File: src/rtl/decode_ctrl_stage.sv
// RV32I decode/control stage: registered control word, load-use bubbles, flush. Latency 1 cycle.
// Backpressure: holds its output while out_valid & !out_ready. Optional mul/div decode: RV32M_EN.
module decode_ctrl_stage #(
    parameter int XLEN             = 32,
    parameter int LOAD_USE_BUBBLES = 1
) (
    input  logic            clk,
    input  logic            rst_n,
    input  logic            in_valid,
    output logic            in_ready,
    input  logic [31:0]     in_instr,
    input  logic [XLEN-1:0] in_pc,
    input  logic            flush,
    output logic            out_valid,
    input  logic            out_ready,
    output logic [XLEN-1:0] out_pc,
    output logic [4:0]      out_rs1,
    output logic [4:0]      out_rs2,
    output logic [4:0]      out_rd,
    output logic [3:0]      out_aluop,
    output logic [1:0]      out_alumux1_sel,
    output logic [2:0]      out_alumux2_sel,
    output logic [2:0]      out_regfilemux_sel,
    output logic [1:0]      out_pcmux_sel,
    output logic [2:0]      out_cmp_op,
    output logic            out_cmpmux_sel,
    output logic            out_load_regfile,
    output logic            out_mem_read,
    output logic            out_mem_write,
    output logic            out_illegal
);

    localparam logic [6:0] OP_LUI   = 7'b0110111;
    localparam logic [6:0] OP_AUIPC = 7'b0010111;
    localparam logic [6:0] OP_JAL   = 7'b1101111;
    localparam logic [6:0] OP_JALR  = 7'b1100111;
    localparam logic [6:0] OP_BR    = 7'b1100011;
    localparam logic [6:0] OP_LOAD  = 7'b0000011;
    localparam logic [6:0] OP_STORE = 7'b0100011;
    localparam logic [6:0] OP_IMM   = 7'b0010011;
    localparam logic [6:0] OP_REG   = 7'b0110011;

    typedef struct packed {
        logic [3:0] aluop;
        logic [1:0] mux1;
        logic [2:0] mux2;
        logic [2:0] rfmux;
        logic [1:0] pcmux;
        logic [2:0] cmp_op;
        logic       cmpmux;
        logic       ld_rf;
        logic       mem_rd;
        logic       mem_wr;
        logic       illegal;
    } ctrl_t;

    logic [6:0] opcode, funct7;
    logic [2:0] funct3;
    logic [4:0] rs1, rs2, rd;

    assign opcode = in_instr[6:0];
    assign rd     = in_instr[11:7];
    assign funct3 = in_instr[14:12];
    assign rs1    = in_instr[19:15];
    assign rs2    = in_instr[24:20];
    assign funct7 = in_instr[31:25];

    ctrl_t raw, dec, ctl_q;
    logic  bad, raw_rs1, raw_rs2, use_rs1, use_rs2;

    always_comb begin
        raw     = '0;
        bad     = 1'b0;
        raw_rs1 = 1'b0;
        raw_rs2 = 1'b0;
        case (opcode)
            OP_LUI: begin
                raw.mux1  = 2'd2;
                raw.mux2  = 3'd1;
                raw.rfmux = 3'd2;
                raw.ld_rf = 1'b1;
            end
            OP_AUIPC: begin
                raw.mux1  = 2'd1;
                raw.mux2  = 3'd1;
                raw.ld_rf = 1'b1;
            end
            OP_JAL: begin
                raw.mux1  = 2'd1;
                raw.mux2  = 3'd5;
                raw.rfmux = 3'd4;
                raw.pcmux = 2'd2;
                raw.ld_rf = 1'b1;
            end
            OP_JALR: begin
                bad       = (funct3 != 3'd0);
                raw.rfmux = 3'd4;
                raw.pcmux = 2'd3;
                raw.ld_rf = 1'b1;
                raw_rs1   = 1'b1;
            end
            OP_BR: begin
                bad        = (funct3[2:1] == 2'b01);
                raw.mux1   = 2'd1;
                raw.mux2   = 3'd2;
                raw.pcmux  = 2'd1;
                raw.cmp_op = funct3;
                raw_rs1    = 1'b1;
                raw_rs2    = 1'b1;
            end
            OP_LOAD: begin
                // legal widths: lb, lh, lw, lbu, lhu
                bad        = (funct3 == 3'd3) || (funct3[2:1] == 2'b11);
                raw.rfmux  = 3'd3;
                raw.ld_rf  = 1'b1;
                raw.mem_rd = 1'b1;
                raw_rs1    = 1'b1;
            end
            OP_STORE: begin
                bad        = funct3[2] || (funct3[1:0] == 2'b11);
                raw.mux2   = 3'd3;
                raw.mem_wr = 1'b1;
                raw_rs1    = 1'b1;
                raw_rs2    = 1'b1;
            end
            OP_IMM: begin
                raw.ld_rf = 1'b1;
                raw_rs1   = 1'b1;
                case (funct3)
                    3'd2, 3'd3: begin
                        // slt/sltu reuse the branch comparator as blt/bltu
                        raw.rfmux  = 3'd1;
                        raw.cmpmux = 1'b1;
                        raw.cmp_op = {1'b1, funct3[0], 1'b0};
                    end
                    3'd1: begin
                        raw.aluop = 4'd1;
                        bad       = (funct7 != 7'd0);
                    end
                    3'd5: begin
                        raw.aluop = funct7[5] ? 4'd2 : 4'd5;
                        bad       = ({funct7[6], funct7[4:0]} != 6'd0);
                    end
                    default: raw.aluop = {1'b0, funct3};
                endcase
            end
            OP_REG: begin
                raw.mux2  = 3'd4;
                raw.ld_rf = 1'b1;
                raw_rs1   = 1'b1;
                raw_rs2   = 1'b1;
                case (funct7)
                    7'h00: begin
                        if (funct3[2:1] == 2'b01) begin
                            raw.rfmux  = 3'd1;
                            raw.cmp_op = {1'b1, funct3[0], 1'b0};
                        end else begin
                            raw.aluop = {1'b0, funct3};
                        end
                    end
                    7'h20: begin
                        case (funct3)
                            3'd0:    raw.aluop = 4'd3;
                            3'd5:    raw.aluop = 4'd2;
                            default: bad = 1'b1;
                        endcase
                    end
                    7'h01: begin
`ifdef RV32M_EN
                        raw.aluop = {1'b1, funct3};
`else
                        bad = 1'b1;
`endif
                    end
                    default: bad = 1'b1;
                endcase
            end
            default: bad = 1'b1;
        endcase

        dec     = raw;
        use_rs1 = raw_rs1;
        use_rs2 = raw_rs2;
        if (bad) begin
            dec         = '0;
            dec.illegal = 1'b1;
            use_rs1     = 1'b0;
            use_rs2     = 1'b0;
        end
    end

    logic [2:0] ld_cnt;
    logic [4:0] ld_rd;
    logic       adv, hazard, accept;

    assign adv      = !out_valid || out_ready;
    assign hazard   = in_valid && (ld_cnt != 3'd0) &&
                      ((use_rs1 && (rs1 == ld_rd)) || (use_rs2 && (rs2 == ld_rd)));
    assign in_ready = rst_n && adv && !flush && !hazard;
    assign accept   = in_valid && in_ready;

    always_ff @(posedge clk or negedge rst_n) begin
        if (!rst_n) begin
            out_valid <= 1'b0;
            out_pc    <= '0;
            out_rs1   <= '0;
            out_rs2   <= '0;
            out_rd    <= '0;
            ctl_q     <= '0;
            ld_cnt    <= '0;
            ld_rd     <= '0;
        end else if (flush) begin
            out_valid <= 1'b0;
            ld_cnt    <= '0;
        end else if (adv) begin
            // a hazard or empty input leaves a bubble; fields keep their last value
            out_valid <= accept;
            if (accept) begin
                out_pc  <= in_pc;
                out_rs1 <= use_rs1 ? rs1 : 5'd0;
                out_rs2 <= use_rs2 ? rs2 : 5'd0;
                out_rd  <= dec.ld_rf ? rd : 5'd0;
                ctl_q   <= dec;
            end
            if (accept && dec.mem_rd && (rd != 5'd0)) begin
                ld_cnt <= 3'(LOAD_USE_BUBBLES);
                ld_rd  <= rd;
            end else if (ld_cnt != 3'd0) begin
                ld_cnt <= ld_cnt - 3'd1;
            end
        end
    end

    assign out_aluop          = ctl_q.aluop;
    assign out_alumux1_sel    = ctl_q.mux1;
    assign out_alumux2_sel    = ctl_q.mux2;
    assign out_regfilemux_sel = ctl_q.rfmux;
    assign out_pcmux_sel      = ctl_q.pcmux;
    assign out_cmp_op         = ctl_q.cmp_op;
    assign out_cmpmux_sel     = ctl_q.cmpmux;
    assign out_load_regfile   = ctl_q.ld_rf;
    assign out_mem_read       = ctl_q.mem_rd;
    assign out_mem_write      = ctl_q.mem_wr;
    assign out_illegal        = ctl_q.illegal;

endmodule

File: config.mk
export PLATFORM = sky130hd
export DESIGN_NAME = decode_ctrl_stage
export DESIGN_NICKNAME = d
export VERILOG_FILES = /design/src/rtl/decode_ctrl_stage.sv
export SDC_FILE = /design/constraint.sdc
export NUM_CORES = 1
export LEC_CHECK = 0
export BUFFER_PORTS_ARGS = -buffer_cell sky130_fd_sc_hd__buf_2
export CORE_MARGIN = 4
export CORE_UTILIZATION = 40
export DETAILED_ROUTE_END_ITERATION = 12
export PLACE_DENSITY_LB_ADDON = 0.05
export RECOVER_POWER = 100
export SYNTH_ARGS = -nofsm -noshare
export SYNTH_HDL_FRONTEND = slang
export SYNTH_SLANG_ARGS = --single-unit
File: constraint.sdc
create_clock -name clk -period 2.5 [get_ports clk]
set_input_delay 0.5 -clock clk [delete_from_list [all_inputs] [get_ports clk]]
set_output_delay 0.5 -clock clk [all_outputs]
set_load 0.02 [all_outputs]
* Yosys cells after proc, flatten, opt, wreduce, memory -nomap -nowiden *
Cells that the tools add are included.

word-level totals
  flip-flop bits (word level) = 78
  output and inout port bits = 71
  logic and storage cells = 116

cells by class
  add/subtract/negate cells = 1
  equality and inequality tests = 19
  multiplexer cells = 39
  bitwise logic cells = 1
  reduce and logical (&&, ||, !) cells = 38

operators by type and width
  kind                                            count
  one-hot mux 3 bit (5 select lines)              2
  == test 7 x 6 -> 1 bit (second input constant)  4
  two-way mux 3 bit                               8
  two-way mux 22 bit                              1
  == test 7 bit (second input constant)           3
  one-hot mux 3 bit (3 select lines)              2
  two-way mux 5 bit                               3
  == test 7 x 5 -> 1 bit (second input constant)  2
  two-way mux 1 bit                               14
  one-hot mux 3 bit (2 select lines)              2
  == test 5 bit                                   2
  logical AND 1 bit                               10
  nonzero test 3 bit                              3
  OR reduction 3 bit                              3
  one-hot mux 2 bit (2 select lines)              2
  OR reduction 2 bit                              4
  == test 7 x 2 -> 1 bit (second input constant)  1
  zero test 7 bit                                 1
  one-hot mux 1 bit (7 select lines)              1
  nonzero test 7 bit                              1
  OR reduction 7 bit                              1
  == test 3 x 2 -> 1 bit (second input constant)  2
  one-hot mux 2 bit (3 select lines)              1
  AND reduction 3 bit                             2
  16 further kinds                                23

* Longest topological paths before layout *
  depth after elaboration = 17
  gate-level depth with buffers = 10

* Least setup slack after synthesis *
No wires, ideal clock.

  path type = in2reg
  start point = input in_instr[26]
  end point = register ld_rd[0]
  arrival time = 2.736 ns
  data required time = 2.375 ns
  slack = -0.361 ns
  stages = 7
  buffers on the path = 1
  cells stage by stage = or4_4 > nor3_4 > a311oi_1 > or4_1 > buf_6 > nor4b_4 > mux2_2

on the way
  longest elaborated chain between the ends = 13
  elaborated cells between the ends (all ways) = 20
  those cells by class = eq/ne (1); mux (6); reduce/logical (13)

ends and longest elaborated chain
  item                                                   line      source
  from (decl)                                            11        input logic [31:0] in_instr,
  == test 7 x 6 -> 1 bit, or another cell as far along   152       case (funct7)
  one-hot mux 1 bit (2 select lines) (on tied branches)  152, 129
  one-hot mux 1 bit (7 select lines) *                   76        case (opcode)
  two-way mux 1 bit                                      184       if (bad) begin
  logical AND 1 bit                                      198       ((use_rs1 && (rs1 == ld_rd)) || (use_rs2 && (rs2 == ld_rd)));
  logical OR 1 bit                                       198
  logical AND 1 bit                                      197       assign hazard = in_valid && (ld_cnt != 3'd0) &&
  zero test 1 bit                                        199       assign in_ready = rst_n && adv && !flush && !hazard;
  logical AND 1 bit                                      199
  logical AND 1 bit                                      200       assign accept = in_valid && in_ready;
  logical AND 1 bit * (2 in a row)                       225       if (accept && dec.mem_rd && (rd != 5'd0)) begin
  AND reduction 3 bit (no line) *                        -
  to (signal assigned)                                   227       ld_rd <= rd;
  to (decl)                                              193       logic [4:0] ld_rd;

Mark *: on every way between the ends. The rest lies on a longest branch, timed or not.
A chain may end at the register's enable or synchronous reset.

* Final worst setup path *
  start point = input in_instr[6]
  end point = output in_ready

on the way
  longest elaborated chain between the ends = 9
  elaborated cells between the ends (all ways) = 23
  those cells by class = eq/ne (9); mux (5); reduce/logical (9)

ends and longest elaborated chain
  item                                                                            line  source
  == test 7 bit, or another cell as far along                                     76
  OR reduction 3 bit (no line) / OR reduction 6 bit (equally long branches)       -
  one-hot mux 1 bit (7 select lines) / two-way mux 1 bit (equally long branches)  76
  two-way mux 1 bit                                                               184
  logical AND 1 bit                                                               198
  logical OR 1 bit *                                                              198
  logical AND 1 bit *                                                             197
  zero test 1 bit *                                                               199
  logical AND 1 bit *                                                             199
  to (decl)                                                                       10    output logic in_ready,

Marked as above.

==> impl.org <==
** Run status
- The run finished, with violations left.
- The final reports fail on max-capacitance violations, max-slew violations, negative setup slack.

** Worst setup path
- CP Max Fanout :: 2
- Crit path buf inv count :: 2
- Worst setup path class :: in -> out
- Kind of cell with the highest combined delay on the critical path :: simple AND/OR/NAND/NOR gates
- Type of element capturing the critical path :: primary output
- Cells along the critical path :: buf_2 > or4b_4 > or3_4 > a2111oi_4 > or4_4 > nor3_4 > nor2_2 > buf_6
- For this design, the slowest cell found on the critical path is or4b_4.
- Category of the worst setup path launch point :: input port
- STA puts the critical path data required time at 2000 ps.
- In this design, the stage delay of the slowest critical-path cell is 530 ps.
- For the worst setup path, the data arrival time is 2390 ps.

** Cells and area
- The finished layout holds a little under 600 standard cells, fillers aside.
- In the final design database the tool counted 555 nets.
- Filler cell count in the final layout :: 825
- Summing all multi-input logic gate instances after layout gives 1650 um^2.
- Share of final-layout standard cells stronger than drive strength 1 :: 40.6%
- 0 antenna diodes ended up in the layout.
- Finished layout cell area :: just over 5000 um^2
- Cells fill 57.8% of the core in the end.
- Layout Area Growth over Synthesis :: 39.6%
- Sequential cell area :: 1930 um^2

** Global routing
- The number of antenna violations at the first check in global routing was 0.
- Vias in the first global route :: 3,095
- GRT Util Overall :: 18.6%
- For this run the aggregate overflow at the end of global routing stands at 0.
- Entering global routing, the biggest net connects 78 pins.
- Global-route wire length before repair :: 15.4 mm

** Die
- Floorplan die area :: roughly 11,000 um^2
- Die X-Extent :: about 100 um
- Count of boundary I/O pins :: 140
- Row Count :: 34
- The floorplan step set the die height to between 100 and 150 um.
- The region available for standard cell placement spans 8810 um^2.
- Initial Utilization :: 41.4%

** Synth
- Average footprint of a synthesized cell :: roughly 12 um^2
- Number of library cell types mapped by synthesis :: 52
- Leading cell types by count after synthesis :: 77 x dfrtp_1, 37 x mux2_2, 21 x a32o_1, 15 x a22o_1, 13 x o21ai_0
- The number of nets in the synthesized netlist is ~370.
- Number of enable flip-flop cells after synthesis :: 0
- Largest area contributor in the synthesized netlist :: dfrtp_1
- After synthesis, the largest family of logic cells by area is compound AO/OA/AOI/OAI gates.
- Synthesis handed over a netlist of 300 instances.
- After synthesis, the share of flip-flops with an asynchronous set or reset is 100%.
- Synth area leaders :: dfrtp_1 53%, mux2_2 11%, a32o_1 5.8%
- Summed over its instances, the top area cell type makes up 52.9% of the synthesized netlist area.
- Post-Synth Simple-Gate Area :: 11.4%
- After synthesis the cells add up to 3640 um^2.
- Xor and xnor area share after synthesis :: 3.12%
- The Yosys step of the flow raised 0 warnings.
- Fraction of the mapped netlist area in compound gates :: 16.0%
- In the synthesized netlist the dominant register cell turns out to be dfrtp_1.
- Sequential share of the synthesized area :: 52.9%
- Adder-cell share of the synthesized area :: 0.687%
- Post-synthesis mux area share :: 11.7%
- Synthesized flop and latch total :: 77
- Most common cell in the synthesized netlist :: dfrtp_1

** Power
- Worst IR Drop VDD :: about 0.26 mV
- Leakage power figure :: 2.41 nW
- Power spread over the standard cell area amounts to 587 nW/um^2.

** Place
- Routability-driven placement finished with a final weighted congestion of approximately 0.86.
- Once placement finished, the instance area stood at 4720 um^2.
- Buffers added on ports :: 138
- Cells after DPL :: 568
- Dpl hpwl :: 7.16 mm

** STA
- On the final layout, the worst hold slack is 379 ps.
- Tightest Pin Transition :: 1890 ps
- Measured against its own limit, the worst slew margin works out to -26.3%.
- Setup repair after global routing could not meet its margin everywhere.
- Setup slack after layout :: -388 ps
- The smallest clock period supported by the final layout is computed as 2890 ps.
- Setup violations remaining at the end of the flow were counted as 77.
- Fraction of the cycle the final worst path needs :: 116%
- Peak Freq :: 346 MHz
- Slew Viols, Final :: ~80
- Clock Skew :: 11.1 ps
- Total Negative Setup Slacks :: -19,960 ps
- The final hold violation count is 0.

** Clocking
- Post-CTS clock slew at the launch and capture registers of the worst setup and hold paths :: around 90 ps
- At the later pin of the worst-skew pair, clock insertion delay measures 340 ps.
- In this run the clock root is driven by a clkbuf_8.
- No sink is reached through more buffers than the 2 on the longest clock path.
- Clock tree from TritonCTS :: built
- The number of clock buffers added by TritonCTS is 9.
- Hold repair after CTS inserted 0 buffers.
- Clock tree synthesis found a total of 77 sinks.
- The clock tree synthesis step divided the H-tree into 3 levels.

** Route
- Vias :: 3,095
- Length of the first detailed-routing pass in iterations :: 4
- Detailed-route wire length per cell :: 17.0 um
- For this block, the initial DRC count from the detailed router was 97.
- Detail Route Antenna Nets :: 0
- Detailed-route DRC error count :: 0
- After detailed routing, the number of vias per cell comes to 5.19.
- The final layout contains routed wiring with a total length of 10.2 mm.

** Flow run
- Max-cap violations in this run came to 1.

** Worst hold path
- Worst min-delay path category :: in -> reg
kinds of logic (layout without fill, tap and decap cells):
family | Yosys count | in the layout
xor gates and xnor gates | 13 | 13
AOI/OAI and AO/OA | 72 | 72
adders and majority gates | 2 | 2
muxes | 38 | 38
DFF | 77 | 77
buffers and inverters | 29 | 217
and+or+nand+nor | 68 | 68
other | 1 | 1
through the flow:
stage	power, W	worst slack (ps)
floorplan	0.00189	-340
global placement	0.00217	-522
detailed placement	0.00219	-548
CTS	0.00305	-451
global route	0.00316	-453
finish	0.00298	-388
path summary, 6_finish.rpt:
path	startpoint	end	slack, ps	cells after the start
worst min-delay path	in_pc[17]	out_pc[17]	380	2
worst max register to register	ld_rd[2]	out_pc[17]	300	8
min in group asynchronous	rst_n	out_rs1[2]	850	2
worst min register to register	out_rs2[0]	out_rs2[0]	500	1
worst max-delay path	in_instr[6]	in_ready	-390	8
max in group asynchronous	rst_n	out_cmp_op[0]	510	2
area by class of cell:
type	count	area share (%)
Tap cell	108	2.66
Sequential cell	77	37.9
Clock inverter	6	0.787
Inverter	6	0.443
Multi-Input combinational cell	194	32.4
Timing Repair Buffer	196	23.5
Clock buffer	9	2.43
state kept, by name, summed over array words and instances (netlist names), 2 cells and up:
| name | count |
|---|---|
| out_cmp_op | 3 |
| out_pc | 32 |
| out_aluop | 3 |
| out_rd | 5 |
| ld_cnt | 3 |
| out_pcmux_sel | 2 |
| out_regfilemux_sel | 3 |
| out_alumux1_sel | 2 |
| ld_rd | 5 |
| out_rs2 | 5 |
| out_alumux2_sel | 3 |
| out_rs1 | 5 |
layout by cell type (no fill, tap or decap), drive strengths merged, types with 2 or more instances in the layout:
cell	netlist	layout
a21oi	3	3
ha	2	2
nand3b	3	3
nand2b	5	5
o21ai	14	14
a211oi	2	2
a22o	16	16
nor3	10	10
nor3b	2	2
nor2b	3	3
a32o	21	21
and3b	2	2
a21o	3	3
a311oi	2	2
buf	15	123
o31ai	3	3
mux2	37	37
clkbuf	8	81
nand4	2	2
and3	4	4
nand2	10	10
xor2	8	8
clkinv	0	4
xnor2	5	5
or2	2	2
dfrtp	77	77
nor2	12	12
nand3	4	4
or3	2	2
inv	6	7
or4	3	3
layer usage:
metal	track usage, %	part of all wire [%]
met4	5.88	1.5
met1	25.1	45
met5	0	0
met2	30.2	48
met3	3.69	5.0
report_power, final:
group          switching (W)  internal [W]
clock               0.000458      0.000355
combinational       0.000414      0.000315
sequential         0.0000675       0.00137
what timing repair did:
item,in CTS,in global routing
pin swaps,6,6
gates resized for setup,25,6
buffers inserted,7,4
gates cloned,2,1
endpoints found under the setup margin,77,77
Note: power is estimated with default switching activity, not from simulation.
